$ cat src/rtl/vga_timing_gen.sv
// vga_timing_gen
// ---------------------------------------------------------------------------
// Parametrised VGA raster timing generator. Free-running pixel (hcount) and
// line (vcount) counters advance on clk edges with en=1, and produce sync,
// blank, end-of-line and start-of-frame strobes for the draw pipeline.
//
// Every output is a register. The strobes are decoded from the *next*
// counter values and loaded in the same edge as the counters, so they always
// line up with hcount/vcount in the same cycle.
//
// Optional feature: define VGA_TIMING_FRAME_CNT_EN to add the 16-bit
// frame_cnt output. It advances on the same edge that schedules sof.
//
// Ports:
//   clk        in   system clock
//   rst_n      in   asynchronous active-low reset
//   en         in   pixel enable; the raster advances only when en=1
//   hcount     out  current pixel column (CNT_W bits)
//   vcount     out  current line (CNT_W bits)
//   hsync      out  horizontal sync, active level HSYNC_POL
//   vsync      out  vertical sync, active level VSYNC_POL
//   hblnk      out  hcount >= HOR_PIXELS
//   vblnk      out  vcount >= VER_PIXELS
//   sof        out  one-clk pulse after the wrap to (0,0)
//   eol        out  hcount == HOR_TOTAL-1
//   frame_cnt  out  16-bit frame counter (VGA_TIMING_FRAME_CNT_EN only)
// ---------------------------------------------------------------------------
module vga_timing_gen #(
    parameter int   HOR_PIXELS     = 1024,
    parameter int   HOR_SYNC_START = 1048,
    parameter int   HOR_SYNC_END   = 1184,
    parameter int   HOR_TOTAL      = 1344,
    parameter int   VER_PIXELS     = 768,
    parameter int   VER_SYNC_START = 771,
    parameter int   VER_SYNC_END   = 777,
    parameter int   VER_TOTAL      = 806,
    parameter logic HSYNC_POL      = 1'b1,
    parameter logic VSYNC_POL      = 1'b1,
    parameter int   CNT_W          = 11
) (
    input  logic             clk,
    input  logic             rst_n,
    input  logic             en,
    output logic [CNT_W-1:0] hcount,
    output logic [CNT_W-1:0] vcount,
    output logic             hsync,
    output logic             vsync,
    output logic             hblnk,
    output logic             vblnk,
    output logic             sof,
    output logic             eol
`ifdef VGA_TIMING_FRAME_CNT_EN
    ,
    output logic [15:0]      frame_cnt
`endif
);

    localparam logic [CNT_W-1:0] CNT_ZERO = {CNT_W{1'b0}};
    localparam logic [CNT_W-1:0] CNT_ONE  = CNT_W'(32'd1);
    localparam logic [CNT_W-1:0] H_LAST   = CNT_W'(HOR_TOTAL - 32'd1);
    localparam logic [CNT_W-1:0] V_LAST   = CNT_W'(VER_TOTAL - 32'd1);
    localparam logic [CNT_W-1:0] H_VIS    = CNT_W'(HOR_PIXELS);
    localparam logic [CNT_W-1:0] H_SS     = CNT_W'(HOR_SYNC_START);
    localparam logic [CNT_W-1:0] H_SE     = CNT_W'(HOR_SYNC_END);
    localparam logic [CNT_W-1:0] V_VIS    = CNT_W'(VER_PIXELS);
    localparam logic [CNT_W-1:0] V_SS     = CNT_W'(VER_SYNC_START);
    localparam logic [CNT_W-1:0] V_SE     = CNT_W'(VER_SYNC_END);

    // Reject parameter sets that cannot form a valid raster.
    if (!((HOR_PIXELS < HOR_SYNC_START) && (HOR_SYNC_START < HOR_SYNC_END) &&
          (HOR_SYNC_END <= HOR_TOTAL))) begin : g_hor_order_bad
        $error("vga_timing_gen: horizontal timing order violated");
    end
    if (!((VER_PIXELS < VER_SYNC_START) && (VER_SYNC_START < VER_SYNC_END) &&
          (VER_SYNC_END <= VER_TOTAL))) begin : g_ver_order_bad
        $error("vga_timing_gen: vertical timing order violated");
    end
    if (((64'd1 << CNT_W) < 64'(HOR_TOTAL)) ||
        ((64'd1 << CNT_W) < 64'(VER_TOTAL))) begin : g_cnt_w_bad
        $error("vga_timing_gen: CNT_W too small for HOR_TOTAL/VER_TOTAL");
    end

    logic [CNT_W-1:0] hcount_r, vcount_r;
    logic [CNT_W-1:0] hcount_nxt_s, vcount_nxt_s;
    logic             hsync_r, vsync_r, hblnk_r, vblnk_r, sof_r, eol_r;
    logic             hsync_nxt_s, vsync_nxt_s, hblnk_nxt_s, vblnk_nxt_s, eol_nxt_s;
    logic             frame_wrap_s;

    // Next raster position: wrap by explicit compare, hold when en=0.
    always_comb begin
        hcount_nxt_s = hcount_r;
        vcount_nxt_s = vcount_r;
        frame_wrap_s = 1'b0;
        if (en) begin
            if (hcount_r == H_LAST) begin
                hcount_nxt_s = CNT_ZERO;
                if (vcount_r == V_LAST) begin
                    vcount_nxt_s = CNT_ZERO;
                    frame_wrap_s = 1'b1;
                end else begin
                    vcount_nxt_s = vcount_r + CNT_ONE;
                end
            end else begin
                hcount_nxt_s = hcount_r + CNT_ONE;
            end
        end else begin
            hcount_nxt_s = hcount_r;
            vcount_nxt_s = vcount_r;
        end
    end

    // Strobes decoded from the next position so they register alongside it.
    always_comb begin
        hsync_nxt_s = ((hcount_nxt_s >= H_SS) && (hcount_nxt_s < H_SE)) ? HSYNC_POL : ~HSYNC_POL;
        vsync_nxt_s = ((vcount_nxt_s >= V_SS) && (vcount_nxt_s < V_SE)) ? VSYNC_POL : ~VSYNC_POL;
        hblnk_nxt_s = (hcount_nxt_s >= H_VIS);
        vblnk_nxt_s = (vcount_nxt_s >= V_VIS);
        eol_nxt_s   = (hcount_nxt_s == H_LAST);
    end

    // Raster state register; sof is reloaded every clk so it lasts one cycle
    // even when en drops right after the frame wrap.
    always_ff @(posedge clk or negedge rst_n) begin
        if (!rst_n) begin
            hcount_r <= CNT_ZERO;
            vcount_r <= CNT_ZERO;
            hsync_r  <= ~HSYNC_POL;
            vsync_r  <= ~VSYNC_POL;
            hblnk_r  <= 1'b0;
            vblnk_r  <= 1'b0;
            eol_r    <= 1'b0;
            sof_r    <= 1'b0;
        end else begin
            hcount_r <= hcount_nxt_s;
            vcount_r <= vcount_nxt_s;
            hsync_r  <= hsync_nxt_s;
            vsync_r  <= vsync_nxt_s;
            hblnk_r  <= hblnk_nxt_s;
            vblnk_r  <= vblnk_nxt_s;
            eol_r    <= eol_nxt_s;
            sof_r    <= frame_wrap_s;
        end
    end

`ifdef VGA_TIMING_FRAME_CNT_EN
    logic [15:0] frame_cnt_r;

    // Frame counter, advanced by the same edge that schedules sof; wraps naturally at 16 bits.
    always_ff @(posedge clk or negedge rst_n) begin
        if (!rst_n) begin
            frame_cnt_r <= 16'd0;
        end else if (frame_wrap_s) begin
            frame_cnt_r <= frame_cnt_r + 16'd1;
        end else begin
            frame_cnt_r <= frame_cnt_r;
        end
    end

    assign frame_cnt = frame_cnt_r;
`endif

    assign hcount = hcount_r;
    assign vcount = vcount_r;
    assign hsync  = hsync_r;
    assign vsync  = vsync_r;
    assign hblnk  = hblnk_r;
    assign vblnk  = vblnk_r;
    assign sof    = sof_r;
    assign eol    = eol_r;

endmodule
$ cat config.mk
export PLATFORM = sky130hd
export DESIGN_NAME = vga_timing_gen
export DESIGN_NICKNAME = d
export VERILOG_FILES = /design/src/rtl/vga_timing_gen.sv
export SDC_FILE = /design/constraint.sdc
export NUM_CORES = 1
export LEC_CHECK = 0
export CORE_MARGIN = 2
export CORE_UTILIZATION = 37
export CTS_BUF_LIST = sky130_fd_sc_hd__clkbuf_8
export DETAILED_ROUTE_END_ITERATION = 10
export MAX_ROUTING_LAYER = met4
export SETUP_SLACK_MARGIN = 0.02
export SYNTH_ARGS = -nofsm -noshare
export SYNTH_HDL_FRONTEND = slang
export SYNTH_SLANG_ARGS = --single-unit
export TNS_END_PERCENT = 20
$ cat constraint.sdc
create_clock -name clk -period 2.55 [get_ports clk]
set_input_delay 0.6375 -clock clk [delete_from_list [all_inputs] [get_ports clk]]
set_output_delay 0.6375 -clock clk [all_outputs]
set_load 0.02 [all_outputs]
# Word level (Yosys, flattened, before mapping)
# Cells that the tools add are included.
# W data, S select, Z words.
# word_totals
register_bits	28
word_cells	31
# classes
n_addsub	2
order_cmp	6
n_eq_ne	3
mux	10
reduce_logical	2
# ops
operator	count
$mux W11	5
$add A11 B1 Y11 const B	2
$eq A11 B11 Y1 const B	2
$ge A11 B10 Y1 const B	2
$ge A11 B11 Y1 const B	2
$eq A11 B10 Y1 const B	1
$lt A11 B10 Y1 const B	1
$lt A11 B11 Y1 const B	1
$mux W1	5
$logic_and A1 B1 Y1	2

# Depth between registers and ports, before layout
# Gate-level depths: netlist of run 1.
# logic_depth
ltp_word	7
mapped_depth	8
ltp_nobuf	8

# Worst setup path before layout of run 1
# OpenSTA, ideal clock, no wires.
# synth_path
kind	input-to-reg
start	input en
end	register vsync_r (netlist: vsync)
setup_ns	0.133
t_arrival_ns	2.306
required_ns	2.417
setup_slack_ns	0.112
path_stages	8
n_path_buf	2
path_cell_list	clkbuf_1 nand3_1 or3_1 buf_6 nor4_4 mux2_4 mux2i_1 nor4_2
# synth_between
elab_chain_len	4
# synth_lines
element	line_no	text
start, declared	43	input logic en,
$mux W11 *	94	if (en) begin
via vcount_nxt_s[3]	84	logic [CNT_W-1:0] hcount_nxt_s, vcount_nxt_s;
$ge A11 B10 Y1 or $lt A11 B10 Y1 (tied branches)	115	vsync_nxt_s = ((vcount_nxt_s >= V_SS) && (vcount_nxt_s < V_SE)) ? VSYNC_POL : ~VSYNC_POL;
$logic_and A1 B1 Y1 *	115	
$mux W1 *	115	
via vsync_nxt_s	86	logic hsync_nxt_s, vsync_nxt_s, hblnk_nxt_s, vblnk_nxt_s, eol_nxt_s;
end signal, assigned	128	vsync_r <= ~VSYNC_POL;
end signal, assigned	137	vsync_r <= vsync_nxt_s;
end, declared	85	logic hsync_r, vsync_r, hblnk_r, vblnk_r, sof_r, eol_r;
# Mark *: on every way through the listed nets, which the timed path passes. The rest lies on a longest branch.

# Final worst setup path of run 1
# Same ends and word-level chain as after synthesis.

==> results of run 1 <==
final timing paths:
kind / startpoint / to / depth (start not counted) / slack [ns]
worst max-delay path: en / vsync$_DFF_PN0_ / 7 / 0.13
worst min-delay path: vcount[9]$_DFF_PN0_ / vcount[9]$_DFF_PN0_ / 1 / 0.58
worst max register to register: hcount[7]$_DFF_PN0_ / vsync$_DFF_PN0_ / 6 / 0.18
worst min register to register: vcount[9]$_DFF_PN0_ / vcount[9]$_DFF_PN0_ / 1 / 0.58
max in group asynchronous: rst_n / hsync$_DFF_PN0_ / 2 / 1.55
min in group asynchronous: rst_n / vcount[5]$_DFF_PN0_ / 2 / 0.74
cells by family (layout without fill, tap and decap cells):
kind of cell / Yosys count / after routing / share of synthesized area, %
compound gates: 21 / 21 / 9.33
flops: 28 / 28 / 47.1
fa+ha+maj: 3 / 3 / 2.52
xor+xnor: 11 / 11 / 6.47
simple gates: 67 / 67 / 27.2
mux: 5 / 5 / 3.78
buf+inv: 12 / 62 / 3.61
registers in the layout (all words and copies together), names as in the netlist:
signal and flops:
hblnk 1, vsync 1, hsync 1, vcount 11
sof 1, hcount 11, vblnk 1, eol 1
worst max-delay path, cell delays in order:
cell	delay, ns
sky130_fd_sc_hd__clkdlybuf4s50_1	0.52
sky130_fd_sc_hd__nand3_2	0.15
sky130_fd_sc_hd__or3_1	0.46
sky130_fd_sc_hd__nor4_4	0.20
sky130_fd_sc_hd__mux2_4	0.34
sky130_fd_sc_hd__mux2i_1	0.21
sky130_fd_sc_hd__nor4_2	0.05
layout make-up:
type / instances / area, um^2 / area share [%]
multi-input combinational: 107 / 746 / 36.3
timing repair buffer: 49 / 443 / 21.5
clock inverter: 1 / 30.0 / 1.46
inverter: 9 / 33.8 / 1.64
tap: 50 / 62.6 / 3.04
sequential: 28 / 701 / 34.1
clock buffer: 3 / 41.3 / 2.01
through the flow:
stage	worst slack, ns	power, mW	setup TNS [ns]
after floorplan	0.112	0.783	0
after global placement	-0.173	0.969	-0.315
after detailed placement	-0.224	0.981	-0.440
after CTS	0.0756	1.33	0
after global routing	-0.00598	1.39	-0.00598
final	0.130	1.32	0
where the power goes:
group          total (mW)  switching [mW]  internal [mW]
Sequential          0.571          0.0738          0.497
Combinational       0.404           0.211          0.192
Clock               0.347           0.137          0.210
Total                1.32           0.423          0.900
repair_timing:
action | 4_1_cts | 5_1_grt
endpoints found under the setup margin | 0 | 1
hold buffers | 0 | 0
resized for setup | 0 | 2
hold endpoints to repair | 0 | 0
per-layer routing:
layer	up-vias	share of wire [%]	routed length, um
li1	631	-	-
met1	627	48	1720
met2	22	49	1730
met3	2	2.4	84
met4	0	0.67	24
met5	-	0	0
cells in the mapped netlist (3+ instances only):
cell                       n  area share [%]
sky130_fd_sc_hd__xor2_1    5             2.9
sky130_fd_sc_hd__dfrtp_1  28              47
sky130_fd_sc_hd__nand2_1   8             2.0
sky130_fd_sc_hd__a21oi_1   6             2.0
sky130_fd_sc_hd__inv_1     9             2.3
sky130_fd_sc_hd__ha_1      3             2.5
sky130_fd_sc_hd__o21ai_0   4             1.3
sky130_fd_sc_hd__nor3_1    8             2.7
sky130_fd_sc_hd__xnor2_1   6             3.5
sky130_fd_sc_hd__or4_1     4             2.0
sky130_fd_sc_hd__nand4_1   5             2.1
sky130_fd_sc_hd__mux2i_1   3             2.0
sky130_fd_sc_hd__nand3_1  10             3.4
sky130_fd_sc_hd__nor2_1   14             3.5
==> reports/qor_table.md, run 1 <==
| Quantity | This run | Unit |
| --- | --- | --- |
| CORE AREA | 0.00394 | mm^2 |
| Width of the die | 67.4 | um |
| Worst setup EP type | register | - |
| Die Y-Extent | 67.4 | um |
| Layout net count | 204 | - |
| Proportion of synthesized flip-flops having asynchronous set or reset | 100 | % |
| Total clock sinks | 28 | - |
| Class of the tightest hold or removal check | reg2reg | - |
| Path type of the worst setup path | in2reg | - |
| Result of the run | completed | - |
| Core occupancy in the finished layout | 52.2 | % |
| Maximum fanout along the worst path | 5 | - |
| Final setup fails | 0 | - |
| Ys Warns | 0 | - |
| TritonCTS clock tree | built | - |
| Top Usage Layer GRT | met2 | - |
| Net count after synthesis | 153 | - |
| Maximum operating frequency | 413 | MHz |
| Leakage power | 0.897 | nW |
| Avg Vias per Cell | 5.19 | - |
| Number of global-route vias before repair | 1,271 | - |
| Max Cap Viol | 0 | - |
| Count of port buffers added during placement | 30 | - |
| Pin count of the biggest net entering global routing | 29 | - |
| Post-synthesis cell type count | 43 | - |
| Sequential area share after synthesis | 47.1 | % |
| Arrival time at the worst endpoint | 2.58 | ns |
| Placed insts | 243 | - |
| Clock-pin slew on the worst setup and hold paths | 0.10 | ns |
| Initial Utilization | 37.8 | % |
| Cell Area, Placed | 0.00197 | mm^2 |
| Total clock buffers created by CTS | 3 | - |
| Synthesized cell area | 0.00149 | mm^2 |
| Antenna violation net count after detailed routing | 0 | - |
| I/O pin cnt | 31 | - |
| HPWL after detailed placement | 2.72 | mm |
| First-pass GRT wire length | 6.06 | mm |
| Most used flip-flop cell after synthesis | sky130_fd_sc_hd__dfrtp_1 | - |
| Layout overhead on the synthesized area | 38.2 | % |
| Number of synthesized flops with an enable pin | 0 | - |
| Global-route usage over all layers | 18.0 | % |
| Final hold slack | 0.581 | ns |
| Routed vias | 1,282 | - |
| Post-Syn Area per Cell | 10.1 | um^2 |
| Post-route DRC violation count | 0 | - |
| Routability Congestion | 0.825 | - |
| Clock latency of the later-clocked register in the worst-skew pair | 0.27 | ns |
| Count of state elements after synthesis | 28 | - |
| Number of instances in the synthesized netlist | 147 | - |
| Transition time of the tightest slew-check pin | 0.352 | ns |
| Routing usage on met2 | 29.2 | % |
| Met1 track demand over resource | 23.7 | % |
| Period minus WS final | 2.42 | ns |
| Number of post-CTS setup repair buffers | 0 | - |
| CTS H-tree depth | 1 | - |
| Maximum clock skew at final layout | 0.00732 | ns |
| Startpoint type of the worst setup path | primary input | - |
| Commonest cells after routing, fill and taps aside | sky130_fd_sc_hd__clkdlybuf4s50_1 (30), sky130_fd_sc_hd__dfrtp_1 (28), sky130_fd_sc_hd__buf_4 (19) | - |
| Max VDD drop | 0.556 | mV |
| Clock Tree Root | sky130_fd_sc_hd__clkbuf_8 | - |
| Share of the clock period used by the worst path | 94.9 | % |
| Filler-free cell count of the finished design | 247 | - |
| Detailed router's first-iteration violation count | 78 | - |
| Fillers | 357 | - |
| Power density over the cells | 643 | mW/mm^2 |
| Number of inserted diodes | 0 | - |
| Initial antenna violation count | 0 | - |
| Crit path required time | 2.71 | ns |
| Remaining max-slew budget at the tightest pin | 76.5 | % |
| Die area | 0.00455 | mm^2 |
| Most common library cell in the layout ignoring fill and taps | sky130_fd_sc_hd__clkdlybuf4s50_1 | - |
| DR pass1 iterations | 4 | - |
| Fraction of final layout cells with drive strength greater than 1 | 17.3 | % |
| Floorplan row count | 23 | - |
| Wirelength, routed | 3.56 | mm |
| Total count of hold-check failures in the final report | 0 | - |
| Remaining global-route overflow | 0 | - |
| Total non-filler cell area in the finished layout | 0.00206 | mm^2 |
| Met3 Resource Use GR | 2.00 | % |
| Maximum count of clock buffers along a single path | 2 | - |
| Routed wirelength normalized by instance count | 14.4 | um |
| Final count of pins violating max slew | 0 | - |
Note: power is estimated with default switching activity, not from simulation.
==> run 2, diff against run 1 <==
--- a/config.mk
+++ b/config.mk
@@ -9,6 +9,7 @@
 export CORE_UTILIZATION = 37
 export CTS_BUF_LIST = sky130_fd_sc_hd__clkbuf_8
 export DETAILED_ROUTE_END_ITERATION = 10
+export GPL_ROUTABILITY_DRIVEN = 0
 export MAX_ROUTING_LAYER = met4
 export SETUP_SLACK_MARGIN = 0.02
 export SYNTH_ARGS = -nofsm -noshare
==> results of run 2 <==
Same layout as run 1: the final DEF is identical, and so are final timing and power.
==> run 3, diff against run 2 <==
--- a/config.mk
+++ b/config.mk
@@ -5,13 +5,14 @@
 export SDC_FILE = /design/constraint.sdc
 export NUM_CORES = 1
 export LEC_CHECK = 0
-export CORE_MARGIN = 2
+export CORE_MARGIN = 5
 export CORE_UTILIZATION = 37
 export CTS_BUF_LIST = sky130_fd_sc_hd__clkbuf_8
 export DETAILED_ROUTE_END_ITERATION = 10
 export GPL_ROUTABILITY_DRIVEN = 0
 export MAX_ROUTING_LAYER = met4
 export SETUP_SLACK_MARGIN = 0.02
+export SKIP_LAST_GASP = 1
 export SYNTH_ARGS = -nofsm -noshare
 export SYNTH_HDL_FRONTEND = slang
 export SYNTH_SLANG_ARGS = --single-unit
==> reports/qor_table.md, run 3 (same netlist as run 1, synthesis figures left out) <==
| Quantity | This run | Unit |
| --- | --- | --- |
| Count of port buffers added during placement | 30 | - |
| Fillers | 365 | - |
| Filler-free cell count of the finished design | 246 | - |
| Crit-path leading delay family | simple AND/OR/NAND/NOR gates | - |
| Layout net count | 203 | - |
| Placed insts | 242 | - |
| Maximum clock skew at final layout | 0.00990 | ns |
| Most common library cell in the layout ignoring fill and taps | sky130_fd_sc_hd__clkdlybuf4s50_1 | - |
| Maximum operating frequency | 417 | MHz |
| Startpoint type of the worst setup path | primary input | - |
| Worst Hold Launch | vcount[4]$_DFF_PN0_ | - |
| First-pass GRT wire length | 6.28 | mm |
| HPWL after detailed placement | 2.81 | mm |
| Remaining global-route overflow | 0 | - |
| Transition time of the tightest slew-check pin | 0.385 | ns |
| Period minus WS final | 2.40 | ns |
| Power density over the cells | 652 | mW/mm^2 |
| Remaining max-slew budget at the tightest pin | 74.3 | % |
| Worst setup EP type | register | - |
| Core occupancy in the finished layout | 52.0 | % |
| Placement-stage worst setup slack | -0.182 | ns |
| Avg Vias per Cell | 5.43 | - |
| Worst reg2reg startpoint | hcount[7]$_DFF_PN0_ | - |
| I/O pin cnt | 31 | - |
| Maximum count of clock buffers along a single path | 2 | - |
| Final count of pins violating max slew | 0 | - |
| Floorplan row count | 23 | - |
| Clock latency of the later-clocked register in the worst-skew pair | 0.28 | ns |
| CP cell instances | clkdlybuf4s50_1 > nand3_2 > buf_4 > or4_1 > o22ai_1 > nor3_1 > mux2i_1 > nor4_2 | - |
| Routed wirelength normalized by instance count | 15.0 | um |
| Total count of hold-check failures in the final report | 0 | - |
| Class of the tightest hold or removal check | reg2reg | - |
| Detailed router's first-iteration violation count | 99 | - |
| Cell with the largest stage delay on the worst path | sky130_fd_sc_hd__clkdlybuf4s50_1 | - |
| Share of the clock period used by the worst path | 93.9 | % |
| Commonest cells after routing, fill and taps aside | sky130_fd_sc_hd__clkdlybuf4s50_1 (30), sky130_fd_sc_hd__dfrtp_1 (28), sky130_fd_sc_hd__buf_4 (18) | - |
| Leakage power | 0.894 | nW |
| Worst reg2reg setup slack | 0.24 | ns |
| Clock Tree Root | sky130_fd_sc_hd__clkbuf_8 | - |
| Number of post-CTS setup repair buffers | 0 | - |
| Total clock buffers created by CTS | 3 | - |
| Number of inserted diodes | 0 | - |
| Number of global-route vias before repair | 1,395 | - |
| DR pass1 iterations | 4 | - |
| Total non-filler cell area in the finished layout | 0.00205 | mm^2 |
| Unrepaired setup endpoints after global routing | no | - |
| Pin count of the biggest net entering global routing | 29 | - |
| Fraction of final layout cells with drive strength greater than 1 | 16.8 | % |
| Hold_buf cts | 0 | - |
| TritonCTS clock tree | built | - |
| Buf+Inv Stages, Crit Path | 2 | - |
| Initial antenna violation count | 0 | - |
| Worst setup margin | 0.155 | ns |
| CTS H-tree depth | 1 | - |
| TNS Setup | 0 | ns |
| Worst reg-to-reg path cell count | 6 | - |
| Crit path required time | 2.71 | ns |
| Antenna violation net count after detailed routing | 0 | - |
| Die Y-Extent | 73.4 | um |
| Die area | 0.00539 | mm^2 |
| Final setup fails | 0 | - |
| Origin of the worst setup path | en | - |
| Cell Area, Placed | 0.00197 | mm^2 |
| Endpoint with the worst hold slack | vcount[4]$_DFF_PN0_ | - |
| CORE AREA | 0.00394 | mm^2 |
| Clock-pin slew on the worst setup and hold paths | 0.10 | ns |
| Total clock sinks | 28 | - |
| Result of the run | completed | - |
| Width of the die | 73.4 | um |
| Global-route usage over all layers | 15.0 | % |
| Max Cap Viol | 0 | - |
| Arrival time at the worst endpoint | 2.56 | ns |
| Worst hold path stage count | 1 | - |
| Maximum fanout along the worst path | 5 | - |
| Path type of the worst setup path | in2reg | - |
| Wirelength, routed | 3.69 | mm |
| Initial Utilization | 37.8 | % |
| Routed vias | 1,335 | - |
| Post-route DRC violation count | 0 | - |
| Delay of the slowest cell on the worst path | 0.51 | ns |
| Layout overhead on the synthesized area | 37.6 | % |
| Max VDD drop | 0.568 | mV |
| Endpoint of the worst-slack reg-to-reg timing path | vsync$_DFF_PN0_ | - |
run 3: how the worst max path moves through the flow:
stage | end | cells after the start
floorplan | vsync$_DFF_PN0_ | 8
global placement | vsync$_DFF_PN0_ | 7
detailed placement | vsync$_DFF_PN0_ | 8
CTS | vsync$_DFF_PN0_ | 8
global route | vsync$_DFF_PN0_ | 8
finish | vsync$_DFF_PN0_ | 8
run 3: per-layer routing:
metal | track usage, % | vias up | wire (um)
met5 | - | - | 0
met4 | 4.63 | 0 | 56
met3 | 2.74 | 6 | 142
met2 | 24.4 | 36 | 1790
met1 | 19.1 | 658 | 1700
li1 | - | 635 | -
run 3: layout make-up:
cell class                 instances  area, um^2  share of cell area [%]
sequential                        28         701                    34.2
tap                               50        62.6                    3.05
inverter                           9        33.8                    1.65
timing repair buffer              48         435                    21.3
clock inverter                     1        30.0                    1.47
multi-input combinational        107         744                    36.3
clock buffer                       3        41.3                    2.02
run 3: where the power goes:
group          total (mW)  switching [mW]  leakage, nW  internal, mW
Clock               0.353           0.143       0.0357         0.210
Sequential          0.570          0.0728        0.364         0.498
Combinational       0.413           0.221        0.494         0.192
Total                1.34           0.437        0.894         0.899
run 3: timing repair:
item,CTS,global route
endpoints found under the hold margin,0,0
endpoints found under the setup margin,0,1
gates resized for setup,0,2
run 3: worst register-to-register path, delay by kind of cell (launching register included):
kind,cells,cell delay (ns)
DFF,1,0.46
buffers and inverters,1,0.17
AOI/OAI and AO/OA,1,0.17
and+or+nand+nor,4,1.42
run 3: stage by stage:
step           power (mW)  hold WS, ns
2_1_floorplan       0.783        0.342
3_3_place_gp        0.969        0.540
3_5_place_dp        0.985        0.558
4_1_cts              1.34        0.574
5_1_grt              1.40        0.603
6_report             1.34        0.571
